File: src/rtl/bm_mem_pkg.sv
// Shared sizing, column type and write-FSM state encoding for the bitmatrix column store.
package bm_mem_pkg;

    localparam int unsigned W             = 8;
    localparam int unsigned K_MAX         = 8;
    localparam int unsigned M_MAX         = 4;
    localparam int unsigned BM_COL_W      = W * W * K_MAX;
    localparam int unsigned BM_MEM_ADDR_W = $clog2(M_MAX);
    localparam int unsigned HOST_W        = 32;

    typedef logic [BM_COL_W-1:0] bm_col_t;

    typedef enum logic [1:0] {
        StIdle,
        StLoad,
        StCommit
    } bm_mem_wr_state_e;

endpackage

File: src/rtl/bm_col_assembler.sv
// Collects HOST_W-bit host beats into one bitmatrix column and presents it for a
// single-cycle commit into the column array.
module bm_col_assembler #(
    parameter int unsigned BM_COL_W = bm_mem_pkg::BM_COL_W,
    parameter int unsigned HOST_W   = bm_mem_pkg::HOST_W,
    parameter int unsigned ADDR_W   = bm_mem_pkg::BM_MEM_ADDR_W
) (
    input  logic                clk,
    input  logic                rstn,
    input  logic                clr,
    input  logic                wr_val,
    input  logic [HOST_W-1:0]   wr_data,
    input  logic [ADDR_W-1:0]   wr_col,
    output logic                wr_rdy,
    output logic                commit,
    output logic [ADDR_W-1:0]   commit_addr,
    output logic [BM_COL_W-1:0] commit_col
);
    import bm_mem_pkg::*;

    localparam int unsigned BEATS = BM_COL_W / HOST_W;
    localparam int unsigned CNT_W = $clog2(BEATS);
    localparam logic [CNT_W-1:0] LastBeat = CNT_W'(BEATS - 1);

    bm_mem_wr_state_e    state_q, state_d;
    logic [CNT_W-1:0]    beat_cnt_q, beat_cnt_d;
    logic [BM_COL_W-1:0] assy_q, assy_d;
    logic [ADDR_W-1:0]   col_addr_q, col_addr_d;
    logic                accept;

    always_comb begin
        state_d    = state_q;
        beat_cnt_d = beat_cnt_q;
        assy_d     = assy_q;
        col_addr_d = col_addr_q;
        // clr forces rdy low so a beat arriving with it is dropped, not half-taken
        wr_rdy     = rstn && !clr && (state_q != StCommit);
        accept     = wr_val && wr_rdy;

        if (clr) begin
            state_d    = StIdle;
            beat_cnt_d = '0;
        end else begin
            unique case (state_q)
                StIdle: begin
                    if (accept) begin
                        assy_d[0 +: HOST_W] = wr_data;
                        col_addr_d          = wr_col;
                        beat_cnt_d          = CNT_W'(1);
                        state_d             = StLoad;
                    end
                end
                StLoad: begin
                    if (accept) begin
                        assy_d[beat_cnt_q * HOST_W +: HOST_W] = wr_data;
                        beat_cnt_d = beat_cnt_q + 1'b1;
                        if (beat_cnt_q == LastBeat) begin
                            state_d = StCommit;
                        end
                    end
                end
                StCommit: begin
                    state_d = StIdle;
                end
                default: begin
                    state_d = StIdle;
                end
            endcase
        end
    end

    always_ff @(posedge clk or negedge rstn) begin
        if (!rstn) begin
            state_q    <= StIdle;
            beat_cnt_q <= '0;
        end else begin
            state_q    <= state_d;
            beat_cnt_q <= beat_cnt_d;
        end
    end

    // Datapath registers carry no reset; only the control state must be defined.
    always_ff @(posedge clk) begin
        assy_q     <= assy_d;
        col_addr_q <= col_addr_d;
    end

    // The array write happens even if clr lands in the commit cycle.
    assign commit      = (state_q == StCommit);
    assign commit_addr = col_addr_q;
    assign commit_col  = assy_q;

endmodule

File: src/rtl/bm_mem.sv
// Bitmatrix column store: host-side column assembly and commit, controller-side
// single-column reads with fixed one-cycle latency and read-before-write ordering.
module bm_mem #(
    parameter int unsigned W             = bm_mem_pkg::W,
    parameter int unsigned K_MAX         = bm_mem_pkg::K_MAX,
    parameter int unsigned M_MAX         = bm_mem_pkg::M_MAX,
    parameter int unsigned BM_COL_W      = W * W * K_MAX,
    parameter int unsigned BM_MEM_ADDR_W = $clog2(M_MAX),
    parameter int unsigned HOST_W        = bm_mem_pkg::HOST_W
) (
    input  logic                     clk,
    input  logic                     rstn,
    input  logic                     host_bm_mem_clr,
    input  logic                     host_bm_mem_wr_val,
    input  logic [HOST_W-1:0]        host_bm_mem_wr_data,
    input  logic [BM_MEM_ADDR_W-1:0] host_bm_mem_wr_col,
    output logic                     bm_mem_host_wr_rdy,
    output logic [M_MAX-1:0]         bm_mem_col_vld,
    output logic                     bm_mem_rd_err,
    input  logic                     bm_cntl_bm_mem_rd_rq,
    input  logic [BM_MEM_ADDR_W-1:0] bm_cntl_bm_mem_rd_addr,
    output logic [BM_COL_W-1:0]      bm_mem_bm_cntl_rd_data,
    output logic                     bm_mem_bm_cntl_rd_data_val
);
    import bm_mem_pkg::*;

    logic                     commit;
    logic [BM_MEM_ADDR_W-1:0] commit_addr;
    logic [BM_COL_W-1:0]      commit_col;

    logic [BM_COL_W-1:0]      mem [M_MAX];
    logic [M_MAX-1:0]         col_vld_q, col_vld_d;
    logic                     rd_err_q, rd_err_d;
    logic [BM_COL_W-1:0]      rd_data_q;
    logic                     rd_val_q;

    bm_col_assembler #(
        .BM_COL_W (BM_COL_W),
        .HOST_W   (HOST_W),
        .ADDR_W   (BM_MEM_ADDR_W)
    ) u_assembler (
        .clk         (clk),
        .rstn        (rstn),
        .clr         (host_bm_mem_clr),
        .wr_val      (host_bm_mem_wr_val),
        .wr_data     (host_bm_mem_wr_data),
        .wr_col      (host_bm_mem_wr_col),
        .wr_rdy      (bm_mem_host_wr_rdy),
        .commit      (commit),
        .commit_addr (commit_addr),
        .commit_col  (commit_col)
    );

    always_ff @(posedge clk) begin
        if (commit) begin
            mem[commit_addr] <= commit_col;
        end
    end

    always_comb begin
        col_vld_d = col_vld_q;
        rd_err_d  = rd_err_q;
        if (host_bm_mem_clr) begin
            col_vld_d = '0;
            rd_err_d  = 1'b0;
        end else begin
            if (commit) begin
                col_vld_d[commit_addr] = 1'b1;
            end
            if (bm_cntl_bm_mem_rd_rq && !col_vld_q[bm_cntl_bm_mem_rd_addr]) begin
                rd_err_d = 1'b1;
            end
        end
    end

    always_ff @(posedge clk or negedge rstn) begin
        if (!rstn) begin
            col_vld_q <= '0;
            rd_err_q  <= 1'b0;
        end else begin
            col_vld_q <= col_vld_d;
            rd_err_q  <= rd_err_d;
        end
    end

    // Sampling mem before the same-edge commit lands gives read-before-write.
    always_ff @(posedge clk or negedge rstn) begin
        if (!rstn) begin
            rd_data_q <= '0;
            rd_val_q  <= 1'b0;
        end else begin
            rd_val_q <= bm_cntl_bm_mem_rd_rq;
            if (bm_cntl_bm_mem_rd_rq) begin
                rd_data_q <= mem[bm_cntl_bm_mem_rd_addr];
            end
        end
    end

    assign bm_mem_col_vld             = col_vld_q;
    assign bm_mem_rd_err              = rd_err_q;
    assign bm_mem_bm_cntl_rd_data     = rd_data_q;
    assign bm_mem_bm_cntl_rd_data_val = rd_val_q;

endmodule

File: config.mk
export PLATFORM = sky130hd
export DESIGN_NAME = bm_mem
export DESIGN_NICKNAME = d
export VERILOG_FILES = /design/src/rtl/bm_mem_pkg.sv /design/src/rtl/bm_col_assembler.sv /design/src/rtl/bm_mem.sv
export SDC_FILE = /design/constraint.sdc
export NUM_CORES = 2
export LEC_CHECK = 0
export ABC_AREA = 1
export CORE_ASPECT_RATIO = 1.25
export CORE_MARGIN = 3
export CORE_UTILIZATION = 25
export CTS_CLUSTER_SIZE = 20
export DETAILED_ROUTE_END_ITERATION = 8
export MAX_ROUTING_LAYER = met4
export SLEW_MARGIN = 0
export SYNTH_ARGS = -nofsm -noshare
export SYNTH_HDL_FRONTEND = slang
export SYNTH_HIERARCHICAL = 1
export SYNTH_SLANG_ARGS = --single-unit
export TNS_END_PERCENT = 5
File: constraint.sdc
create_clock -name clk -period 10.9 [get_ports clk]
set_input_delay 1.09 -clock clk [delete_from_list [all_inputs] [get_ports clk]]
set_output_delay 1.09 -clock clk [all_outputs]
set_load 0.03 [all_outputs]
==> out/metrics.cfg <==
[sta]
rsz0062_at_grt=false
min_period_ns=4.87
finalHoldViolCount=0
max_slew_margin_pct=12.9
fin_ws_ns=6.03
drv_slew=0
hold_ws_ns=0.453
tightest_slew_ns=1.31
finalSetupViolCount=0
fin_worst_skew_ns=0.0674
post-route-period-util_pct=44.7
fmax_mhz=205

[finish]
fillers=46700
layout.nets=10200
drive_above_1_share_pct=6.08
area_growth_pct=19.3

[yosys]
netlist_area_um2=117000
async_flop_share_pct=17.0
synth.distinct_cells=24
ys_seq_elements=3086
syn_inst=9730
synth_warnings=6
ys_seq_area_share_pct=77.0
postSynthAreaPerCell_um2=12.0
ys.flop_type=edfxtp_1
syn-num-nets=9774
synth_edf_count=2562

[min_path]
holdCritPathClass=register to register

[worst_setup_path]
worstSetupPathType=register to register
cp-start-kind=register
worstPathRequired_ns=11.39
crit_arrival_ns=5.36
critPathMaxFanout=77
cp-end-kind=register

[global_route]
grt_start_max_net_pins=215
grt_overflow=0
grt_pass1_wl_um=532000
grt_use_total_pct=16.0
antenna_found_initial=27
grt_pass1_vias=70200

[route]
route.detailed.drc=0
antenna_left=0
via_per_inst=4.43
vias=73900
drt_wl_total_um=384000
routedWlPerCell_um=23.0
drt_iter0_markers=6772
firstDrtPassIters=6

[place]
gp_congestion=0.849
place_ws_ns=6.04
port_buffers=559
dp_hpwl_um=246000

[floorplan]
core_area_um2=466000
io_pins=560
start_util_pct=25.1
fp.dieW_um=618
die_y_um=771
rows=280
die_area_um2=476000

[run_status]
status=completed

[job]
maxCapViolCount=0

[cts]
cts_tree=yes
cts_buffers=315
cts_root_buf=clkbuf_16
cts_max_path_buffers=4
clk_latency_ns=0.94
postCtsResizedCells=0
clk_pin_slew_worst_paths_ns=0.06
htree_num_levels=5
postCtsSetupBuffers=0
clock-sinks=3086

[power_and_ir_drop]
powerDensity_nw_per_um2=185
vdd_ir_drop_max_mv=0.121
power_uw=25900
leakage_uw=0.0504

## layout by cell type (no fill, tap or decap), drive strengths merged
cell / count
edfxtp: 2562
ha: 3
nor3b: 1
a31oi: 1
clkdlybuf4s50: 555
clkbuf: 431
nand2: 2209
a21oi: 35
inv: 121
diode: 30
bufinv: 9
nand3: 79
nand4: 2
clkinvlp: 14
nor2: 2600
clkinv: 110
buf: 131
xnor2: 1
o21ai: 1029
nor3: 35
dlygate4sd3: 1
dfrtp: 524
## final cells by class
type                            count  area [µm²]  share of cell area, %
Clock inverter                    152        1380                  0.988
Antenna cell                       30        75.1                 0.0538
Inverter                          102         445                  0.319
Timing Repair Buffer              687        6830                   4.89
Multi-Input combinational cell   5995       24300                   17.4
Sequential cell                  3086       90000                   64.5
Clock buffer                      431        8780                   6.29
Tap cell                         6204        7760                   5.56
## cells in the mapped netlist (3+ instances only)
cell / count / share of area [%]
a21oi_1: 35 / 0.15
buf_1: 28 / 0.090
buf_2: 224 / 0.96
buf_4: 36 / 0.23
clkbuf_1: 257 / 0.82
dfrtp_1: 524 / 11
edfxtp_1: 2562 / 66
ha_1: 3 / 0.032
inv_1: 96 / 0.31
inv_2: 5 / 0.016
nand2_1: 2209 / 7.1
nand3_1: 79 / 0.34
nor2_1: 2598 / 8.3
nor3_1: 25 / 0.11
nor3_2: 10 / 0.086
o21ai_0: 414 / 1.8
o21ai_1: 615 / 2.6
## power breakdown
group          leakage (µW)  switching, µW  total, µW  internal [µW]
clock               0.00493           4680      10600           5930
combinational        0.0157           1560       2180            621
sequential           0.0297            169      13100          12900
total                0.0504           6410      25900          19500
## critical path, cell delays in order, from the launching register on
cell and delay [ns]:
dfrtp_1 0.52, nor3_1 0.36, ha_4 0.80, inv_6 0.47
a31oi_1 0.63, nand2_1 0.47, buf_4 0.33, nor2_4 0.85
## metrics by stage
| stage | TNS (ns) | cell area (µm²) | instances | util, % |
|---|---|---|---|---|
| floorplan | -912.41 | 117000 | 9730 | - |
| global placement | 0 | 129000 | 16100 | 27.8 |
| detailed placement | 0 | 129000 | 16100 | 27.8 |
| CTS | 0 | 140000 | 16700 | 30.0 |
| global route | 0 | 140000 | 16700 | 30.0 |
| finish | 0 | 140000 | 16700 | 30.0 |
## routing by layer
layer | up-vias | routed length, µm | GRT usage [%]
met5 | - | 0 | -
met4 | 0 | 26500 | 9.56
met3 | 605 | 26600 | 3.08
met2 | 2527 | 181000 | 25.3
met1 | 37100 | 150000 | 19.0
li1 | 33700 | - | -
## kinds of logic (layout without fill, tap and decap cells)
family	count (synthesis)	in the layout	synth area share (%)
compound gates	1065	1065	4.56
xor+xnor	1	1	0.0139
fa+ha+maj	3	3	0.0321
buf+inv	649	1372	2.45
flops	3086	3086	77.0
other cells	0	30	0
simple gates	4926	4926	16.0
## what timing repair did
item,4_1_cts,5_1_grt
hold buffers,1,0
setup endpoints to repair,0,0
endpoints found under the hold margin,13,0
## path summary, 6_finish.rpt
kind	start	to	slack [ns]	cells after the start
hold / removal	u_assembler/commit_col[291]$_DFFE_PP_	mem[3][291]$_DFFE_PP_	0.45	0
setup reg to reg	u_assembler/beat_cnt_q[2]$_DFFE_PN0P_	u_assembler/commit_col[157]$_DFFE_PP_	6.03	7
min in group asynchronous	rstn	bm_mem_bm_cntl_rd_data[267]$_DFFE_PN0P_	0.60	2
max in group asynchronous	rstn	bm_mem_bm_cntl_rd_data[139]$_DFFE_PN0P_	7.62	5
setup / recovery	u_assembler/beat_cnt_q[2]$_DFFE_PN0P_	u_assembler/commit_col[157]$_DFFE_PP_	6.03	7
hold reg to reg	u_assembler/commit_col[291]$_DFFE_PP_	mem[3][291]$_DFFE_PP_	0.45	0
## state kept, by name (all words and copies together) (netlist names), 2 cells and up
name / flops
mem: 2048
u_assembler/commit_col: 512
u_assembler/commit_addr: 2
u_assembler/state_q: 2
u_assembler/beat_cnt_q: 4
bm_mem_col_vld: 4
bm_mem_bm_cntl_rd_data: 512
(Power assumes the default switching activity.)
